**config.mk**
```make
export PLATFORM = sky130hd
export DESIGN_NAME = decrementer_timer
export DESIGN_NICKNAME = d
export VERILOG_FILES = /design/src/rtl/decrementer_timer.sv
export SDC_FILE = /design/constraint.sdc
export NUM_CORES = 1
export LEC_CHECK = 0
export CORE_MARGIN = 5
export CORE_UTILIZATION = 35
export DETAILED_ROUTE_END_ITERATION = 7
export HOLD_SLACK_MARGIN = 0.1
export PLACE_DENSITY = 0.6
export SKIP_LAST_GASP = 1
export SLEW_MARGIN = 10
export SYNTH_ARGS = -nofsm -noshare
export SYNTH_HDL_FRONTEND = slang
export SYNTH_SLANG_ARGS = --single-unit
```
**constraint.sdc**
```tcl
create_clock -name clk -period 5.45 [get_ports clk]
set_clock_uncertainty 0.05 [all_clocks]
set_input_delay 1.09 -clock clk [delete_from_list [all_inputs] [get_ports clk]]
set_output_delay 1.09 -clock clk [all_outputs]
set_load 0.05 [all_outputs]
```
**src/rtl/decrementer_timer.sv**
```systemverilog
// Loadable countdown timer with start/busy/done handshake. The decrement is a
// ripple of full-adder cells in subtract mode (count + ~1 + 1).
module decrementer_timer #(
  parameter int WIDTH = 4
) (
  input  logic             clk,
  input  logic             rst_n,
  input  logic             load,
  input  logic [WIDTH-1:0] load_val,
  input  logic             start,
  input  logic             tick,
  input  logic             auto_reload,
  input  logic             abort,
  output logic [WIDTH-1:0] count,
  output logic             busy,
  output logic             done,
  output logic             zero
);

  typedef enum logic {IDLE = 1'b0, RUN = 1'b1} state_e;

  localparam logic [WIDTH-1:0] ONE = {{(WIDTH-1){1'b0}}, 1'b1};

  function automatic logic [1:0] fulladder(input logic a, input logic b, input logic cin);
    return {(a & b) | (cin & (a ^ b)), a ^ b ^ cin};
  endfunction

  state_e           state_q, state_d;
  logic [WIDTH-1:0] count_q, count_d;
  logic [WIDTH-1:0] reload_q, reload_d;
  logic             done_q, done_d;

  logic [WIDTH-1:0] count_m1_s;
  logic             borrow_s;
  logic [WIDTH-1:0] eff_count_s;
  logic             terminal_s;
  logic             reload_ok_s;

  // Subtract mode: B=1 inverted by M=1, carry-in M=1; carry-out 0 means borrow.
  always_comb begin
    logic       c;
    logic [1:0] fa;
    c = 1'b1;
    count_m1_s = '0;
    for (int i = 0; i < WIDTH; i++) begin
      fa = fulladder(count_q[i], ONE[i] ^ 1'b1, c);
      count_m1_s[i] = fa[0];
      c = fa[1];
    end
    borrow_s = ~c;
  end

  assign eff_count_s = load ? load_val : count_q;
  assign terminal_s  = tick && (count_q == ONE);
  assign reload_ok_s = auto_reload && (reload_q != '0);

  // State and datapath registers, cleared asynchronously.
  always_ff @(posedge clk or negedge rst_n) begin
    if (!rst_n) begin
      state_q  <= IDLE;
      count_q  <= '0;
      reload_q <= '0;
      done_q   <= 1'b0;
    end else begin
      state_q  <= state_d;
      count_q  <= count_d;
      reload_q <= reload_d;
      done_q   <= done_d;
    end
  end

  // Next-state logic.
  always_comb begin
    state_d = state_q;
    case (state_q)
      IDLE: begin
        if (start && (eff_count_s != '0)) state_d = RUN;
        else                              state_d = IDLE;
      end
      RUN: begin
        if (abort)                          state_d = IDLE;
        else if (terminal_s && !reload_ok_s) state_d = IDLE;
        else                                state_d = RUN;
      end
      default: state_d = IDLE;
    endcase
  end

  // Count, reload register and done pulse.
  always_comb begin
    count_d  = count_q;
    reload_d = reload_q;
    done_d   = 1'b0;
    case (state_q)
      IDLE: begin
        if (load) begin
          count_d  = load_val;
          reload_d = load_val;
        end else begin
          count_d  = count_q;
        end
        if (start && (eff_count_s == '0)) done_d = 1'b1;
        else                              done_d = 1'b0;
      end
      RUN: begin
        if (abort) begin
          count_d = count_q;
        end else if (terminal_s) begin
          done_d  = 1'b1;
          count_d = reload_ok_s ? reload_q : count_m1_s;
        end else if (tick && !borrow_s) begin
          // Borrow guard: a zero count is never decremented into a wrap.
          count_d = count_m1_s;
        end else begin
          count_d = count_q;
        end
      end
      default: begin
        count_d  = '0;
        reload_d = '0;
      end
    endcase
  end

  assign count = count_q;
  assign busy  = (state_q == RUN);
  assign done  = done_q;
  assign zero  = (count_q == '0);

endmodule

```
==> out/metrics.yaml, run 1 <==
grt_pass1_vias: 533
met3_usage: 0.0254
max_freq_ghz: 0.328
place.gp.congestion: 0.757
crit_type: "reg -> out"
fill_cells: 175
synth.largest_area_cell: "dfrtp_1"
worstHoldPathType: "reg -> reg"
grt_start_max_net_pins: 11
start_kind: "flip-flop"
worst_slew_pin_slew_ns: 0.564
yosysSeqAreaShare: 0.381
wl_mm: 1.49
cts_max_level: 1
avgSynthCellArea_sq_um: 11.5
synthTopCellsByArea: "dfrtp_1 38%, ha_1 9.5%, mux2_2 6.9%, a221o_1 4.6%, nand4bb_4 4.2%"
overflow: 0
synth_ff_type: "dfrtp_1"
ff2ff_path_depth: 8
dp_hpwl_mm: 1.21
netlist_area_sq_um: 657
vias: 529
ys_ff_latch: 10
hold_path_depth: 1
core_area_sq_mm: 0.00176
die_h_microns: 53.3
post-synth-top-count-cell: "dfrtp_1"
hold_viol_final: 0
synth_common_cells: "10 x dfrtp_1, 6 x inv_1, 5 x ha_1"
synth_fp_nets: 73
ios: 18
final_nets: 94
diodes: 0
rsz0062_at_grt: "false"
clockBufferDepth: 2
grt_pass1_wl_mm: 2.42
crit_required_ns: 4.31
initial_utilization: 0.372
busiest_layer: "met2"
crit_chain: "inv_1 -> ha_1 -> and3_1 -> clkdlybuf4s50_1"
met2_usage: 0.184
rows: 15
total_power_mw: 0.452
period_share: 0.560
drive_gt1_frac: 0.171
antenna_found_initial: 0
holdWs_ns: 0.523
synth_edf_count: 0
finalSetupViolations: 0
critical_path_arrival_ns: 1.91
cts_setup_buffers: 0
via_per_inst: 5.24
yosysWarningCount: 0
cp_slowest_cell: "clkdlybuf4s50_1"
tns_ns: 0
synthToLayoutAreaGrowth_pct: 33.5
port_buffers: 17
relSlewSlack: 0.623
synthCells: 57
p_per_area_mw_per_mm2: 515
path_clk_slew_ns: 0.06
die_area_sq_mm: 0.00284
postCtsHoldBufs: 0
ir_worst_vdd_mv: 0.224
drtIter0Drc: 1
maxCapViolCount: 0
cts_num_sinks: 10
cpPeakStageDelay_ns: 0.80
ant_nets: 0
drt-wirelength-per-cell_microns: 14.8
multi_input_area_sq_um: 380
ff_latch_area_sq_um: 250
ctsResizeCount: 0
post-route-util: 0.497
cts_tree: "done"
drc: 0
clkLatencyLatePin_ns: 0.26
cts_buffers: 3
synth.distinct_cells: 26
status: "finished clean"
clockRootBuffer: "clkbuf_4"
grt_usage: 0.124
grt_use_met1: 0.163
critPathCaptureType: "output pin"
async_reset_ff_frac: 1.00
crit_fanout: 6
final.min_clock_period_ns: 3.05
die_x_microns: 53.3
dr.pass1.iters: 4
slew_violations: 0
p_leak_nw: 0.349
synth.top_cell.area_share: 0.381
registers in the layout, indices dropped and copies added (netlist names):
| name | cells |
|---|---|
| done | 1 |
| count | 4 |
| busy | 1 |
| reload_q | 4 |
routing by layer:
metal / vias up / wire [microns] / part of all wire
met5: - / 0 / 0
met4: 0 / 34 / 0.023
met3: 4 / 74 / 0.050
met2: 16 / 671 / 0.45
met1: 250 / 713 / 0.48
li1: 259 / - / -
cells in the final DEF, fill, tap and decap left out:
cell / netlist / final
o21ai_0: 2 / 2
a31o_2: 1 / 1
a22oi_2: 1 / 1
mux2i_1: 1 / 1
mux2_2: 4 / 4
o41ai_4: 1 / 1
or2_4: 1 / 1
and3_1: 1 / 1
a311oi_1: 1 / 1
nand2_1: 1 / 1
a21oi_1: 1 / 1
clkdlybuf4s50_1: 0 / 17
nor2b_1: 3 / 3
o32ai_1: 1 / 1
a221o_1: 3 / 3
nor3_1: 4 / 4
ha_1: 5 / 5
dfrtp_1: 10 / 10
inv_1: 6 / 6
nor3b_1: 1 / 1
clkbuf_4: 0 / 3
nand4bb_4: 1 / 1
nor4_1: 1 / 1
a211o_1: 1 / 1
o211ai_2: 1 / 1
a211oi_1: 3 / 3
nor4b_1: 1 / 1
power breakdown:
part	switching [mW]	internal, mW
clock network	0.0243	0.0255
registers	0.0450	0.104
logic	0.148	0.106
total	0.217	0.235
final timing paths:
check,from,slack (ns),end
worst max register to register,count[0],3.46,count[3]
worst min-delay path,count[1],0.52,count[1]
worst min register to register,count[1],0.52,count[1]
min in group asynchronous,rst_n,1.09,count[0]
max in group asynchronous,rst_n,3.94,count[2]
worst max-delay path,count[0],2.40,zero
logic make-up after synthesis:
group,Yosys count,share of synthesized area
multiplexers,5,0.0838
buffers and inverters,7,0.0400
flip-flops,10,0.381
AND/OR/NAND/NOR,14,0.164
adder cells (fa/ha/maj),5,0.0952
AO/OA/AOI/OAI,16,0.236
critical path, delay by kind of cell (launching register included):
family | cells | cell delay [ns]
and+or+nand+nor | 1 | 0.14
buffers and inverters | 2 | 0.91
adders and majority gates | 1 | 0.14
DFF | 1 | 0.46
cell type report:
type / count / area share
Multi-Input combinational cell: 40 / 0.434
Inverter: 6 / 0.0257
Clock buffer: 3 / 0.0257
Sequential cell: 10 / 0.285
Tap cell: 25 / 0.0357
Timing Repair Buffer: 17 / 0.194
per-stage QoR:
| stage | worst slack (ns) | area, sq um | instances |
|---|---|---|---|
| after global routing | 2.33 | 877 | 101 |
| after floorplan | 2.97 | 657 | 57 |
| final | 2.40 | 877 | 101 |
| after detailed placement | 2.68 | 855 | 98 |
| after global placement | 2.68 | 855 | 98 |
| after CTS | 2.38 | 877 | 101 |
(Power assumes the default switching activity.)
==> inputs of run 2 (changes only) <==
--- a/config.mk
+++ b/config.mk
@@ -9,7 +9,7 @@
 export CORE_UTILIZATION = 35
 export DETAILED_ROUTE_END_ITERATION = 7
 export HOLD_SLACK_MARGIN = 0.1
-export PLACE_DENSITY = 0.6
+export PLACE_DENSITY = 0.63
 export SKIP_LAST_GASP = 1
 export SLEW_MARGIN = 10
 export SYNTH_ARGS = -nofsm -noshare
==> constraint.sdc (replaced) <==
create_clock -name clk -period 2.5 [get_ports clk]
set_clock_uncertainty 0.05 [all_clocks]
set_input_delay 0.5 -clock clk [delete_from_list [all_inputs] [get_ports clk]]
set_output_delay 0.5 -clock clk [all_outputs]
set_load 0.05 [all_outputs]
==> run 2 against run 1 <==
Effect of this change: cell count increased by 2.0%; clock power grew to 3.0 times the previous value; largest cell class unchanged; power grew 130%; critical path type unchanged.
==> out/metrics.yaml, run 2 (synthesized netlist as in run 1, its figures left out) <==
status: "finished clean"  # unchanged
worst_slew_pin_slew_ns: 0.500  # was 0.564 ns
maxCapViolCount: 0  # unchanged
path_clk_slew_ns: 0.07  # was 0.06 ns
cp.depth: 1  # was 4
grt_start_max_net_pins: 11  # unchanged
worstHoldPathType: "in -> async"  # was reg -> reg
place.gp.congestion: 0.759  # was 0.757
overflow: 0  # unchanged
drive_gt1_frac: 0.205  # was 0.171
ios: 18  # unchanged
cpPeakStageDelay_ns: 0.84  # was 0.80 ns
slew_violations: 0  # unchanged
final_cell_mix: "16 x clkdlybuf4s50_1, 10 x dfrtp_1, 6 x inv_1"  # was 17 x clkdlybuf4s50_1, 10 x dfrtp_1, 6 x inv_1
crit_buf_inv: 1  # was 2
reg2reg_slack_ns: 0.53  # was 3.46 ns
rows: 15  # unchanged
regToRegEndpoint: "count[2]"  # was count[3]
vias: 544  # was 529
max_freq_ghz: 0.470
dr.pass1.iters: 4  # unchanged
diodes: 0  # unchanged
initial_utilization: 0.372  # unchanged
ant_nets: 0  # unchanged
final.min_clock_period_ns: 2.13
antenna_found_initial: 0  # unchanged
wl_mm: 1.47  # was 1.49 mm
crit_fanout: 6  # unchanged
cts_buffers: 3  # unchanged
crit_required_ns: 1.95  # was 4.31 ns
cts_tree: "done"  # unchanged
ir_worst_vdd_mv: 0.432  # was 0.224 mV
grt_pass1_wl_mm: 2.55  # was 2.42 mm
p_leak_nw: 0.363  # was 0.349 nW
clockBufferDepth: 2  # unchanged
period_share: 0.851
critical_path_arrival_ns: 1.58  # was 1.91 ns
final_common_cell: "clkdlybuf4s50_1"  # unchanged
postCtsHoldBufs: 0  # unchanged
port_buffers: 17  # unchanged
crit_chain: "clkdlybuf4s50_1"  # was inv_1 -> ha_1 -> and3_1 -> clkdlybuf4s50_1
grt_usage: 0.127  # was 0.124
timing.rr.start: "count[0]"  # unchanged
via_per_inst: 5.28  # was 5.24
hold_viol_final: 0  # unchanged
cts_num_sinks: 10  # unchanged
critPathTopFamily: "buffers and inverters"  # unchanged
tns_ns: 0  # unchanged
clkLatencyLatePin_ns: 0.27  # was 0.26 ns
grt_pass1_vias: 536  # was 533
critPathCaptureType: "output pin"  # unchanged
drc: 0  # unchanged
drt-wirelength-per-cell_microns: 14.2  # was 14.8 microns
total_power_mw: 1.03  # was 0.452 mW
dp_hpwl_mm: 1.21  # about the same
die_x_microns: 53.3  # unchanged
start_kind: "flip-flop"  # unchanged
cts_max_level: 1  # unchanged
crit_type: "reg -> out"  # unchanged
die_area_sq_mm: 0.00284  # unchanged
die_h_microns: 53.3  # unchanged
rsz0062_at_grt: "false"  # unchanged
setup_slack_ns: 0.371  # was 2.40 ns
dp.cells: 99  # was 98
ff2ff_path_depth: 8  # unchanged
fill_cells: 175  # unchanged
cts_setup_buffers: 0  # unchanged
synthToLayoutAreaGrowth_pct: 36.4  # was 33.5%
final_nets: 95  # was 94
p_per_area_mw_per_mm2: 1150  # was 515 mW/mm^2
crit_path_end: "count[3]"  # was zero
core_area_sq_mm: 0.00176  # unchanged
ctsResizeCount: 0  # unchanged
dpl_worst_slack_ns: 0.428  # was 2.68 ns
fin_cells: 103  # was 101
cp_slowest_cell: "clkdlybuf4s50_1"  # unchanged
worstSetupStartpoint: "count[3]"  # was count[0]
relSlewSlack: 0.666  # was 0.623
clockRootBuffer: "clkbuf_4"  # unchanged
drtIter0Drc: 7  # was 1
finalSetupViolations: 0  # unchanged
-- run 2: cell types whose count changed in the layout (fill, tap and decap cells not counted), sizes merged --
| cell | before | now |
|---|---|---|
| buf | 0 | 2 |
| clkbuf | 3 | 4 |
| clkdlybuf4s50 | 17 | 16 |
-- run 2: power breakdown --
| part | internal, mW | switching [mW] |
|---|---|---|
| logic | 0.235 | 0.325 |
| clock network | 0.0887 | 0.0605 |
| registers | 0.226 | 0.0905 |
-- run 2: per-layer routing --
| layer | wire, microns | global-route usage | vias to the layer above | share of wire |
|---|---|---|---|---|
| li1 | - | - | 266 | - |
| met1 | 671 | 0.165 | 260 | 0.46 |
| met2 | 683 | 0.190 | 13 | 0.47 |
| met3 | 68 | 0.0282 | 5 | 0.046 |
| met4 | 42 | 0.0766 | 0 | 0.029 |
| met5 | 0 | 0 | - | 0 |
-- run 2: how the worst min path moves through the flow --
stage,slack [ns],start,cells after the start,endpoint
2_1_floorplan,0.15,rst_n,0,busy
3_3_place_gp,0.53,count[1],1,count[1]
3_5_place_dp,0.51,count[1],1,count[1]
4_1_cts,0.50,rst_n,1,reload_q[2]
5_1_grt,0.52,rst_n,1,reload_q[2]
6_report,0.49,rst_n,1,reload_q[2]
-- run 2: per-stage QoR --
stage	hold WS (ns)	utilization	area, sq um
finish	0.490	0.508	896
global route	0.521	0.508	896
CTS	0.504	0.508	896
detailed placement	0.506	0.487	860
global placement	0.530	0.487	860
floorplan	0.154	-	657
-- run 2: area by class of cell --
cell class	count	area (sq um)	area share
inverter	6	22.5	0.0251
multi-input combinational	40	380	0.425
timing repair buffer	18	175	0.196
tap	25	31.3	0.0349
clock buffer	4	36.3	0.0405
sequential	10	250	0.279
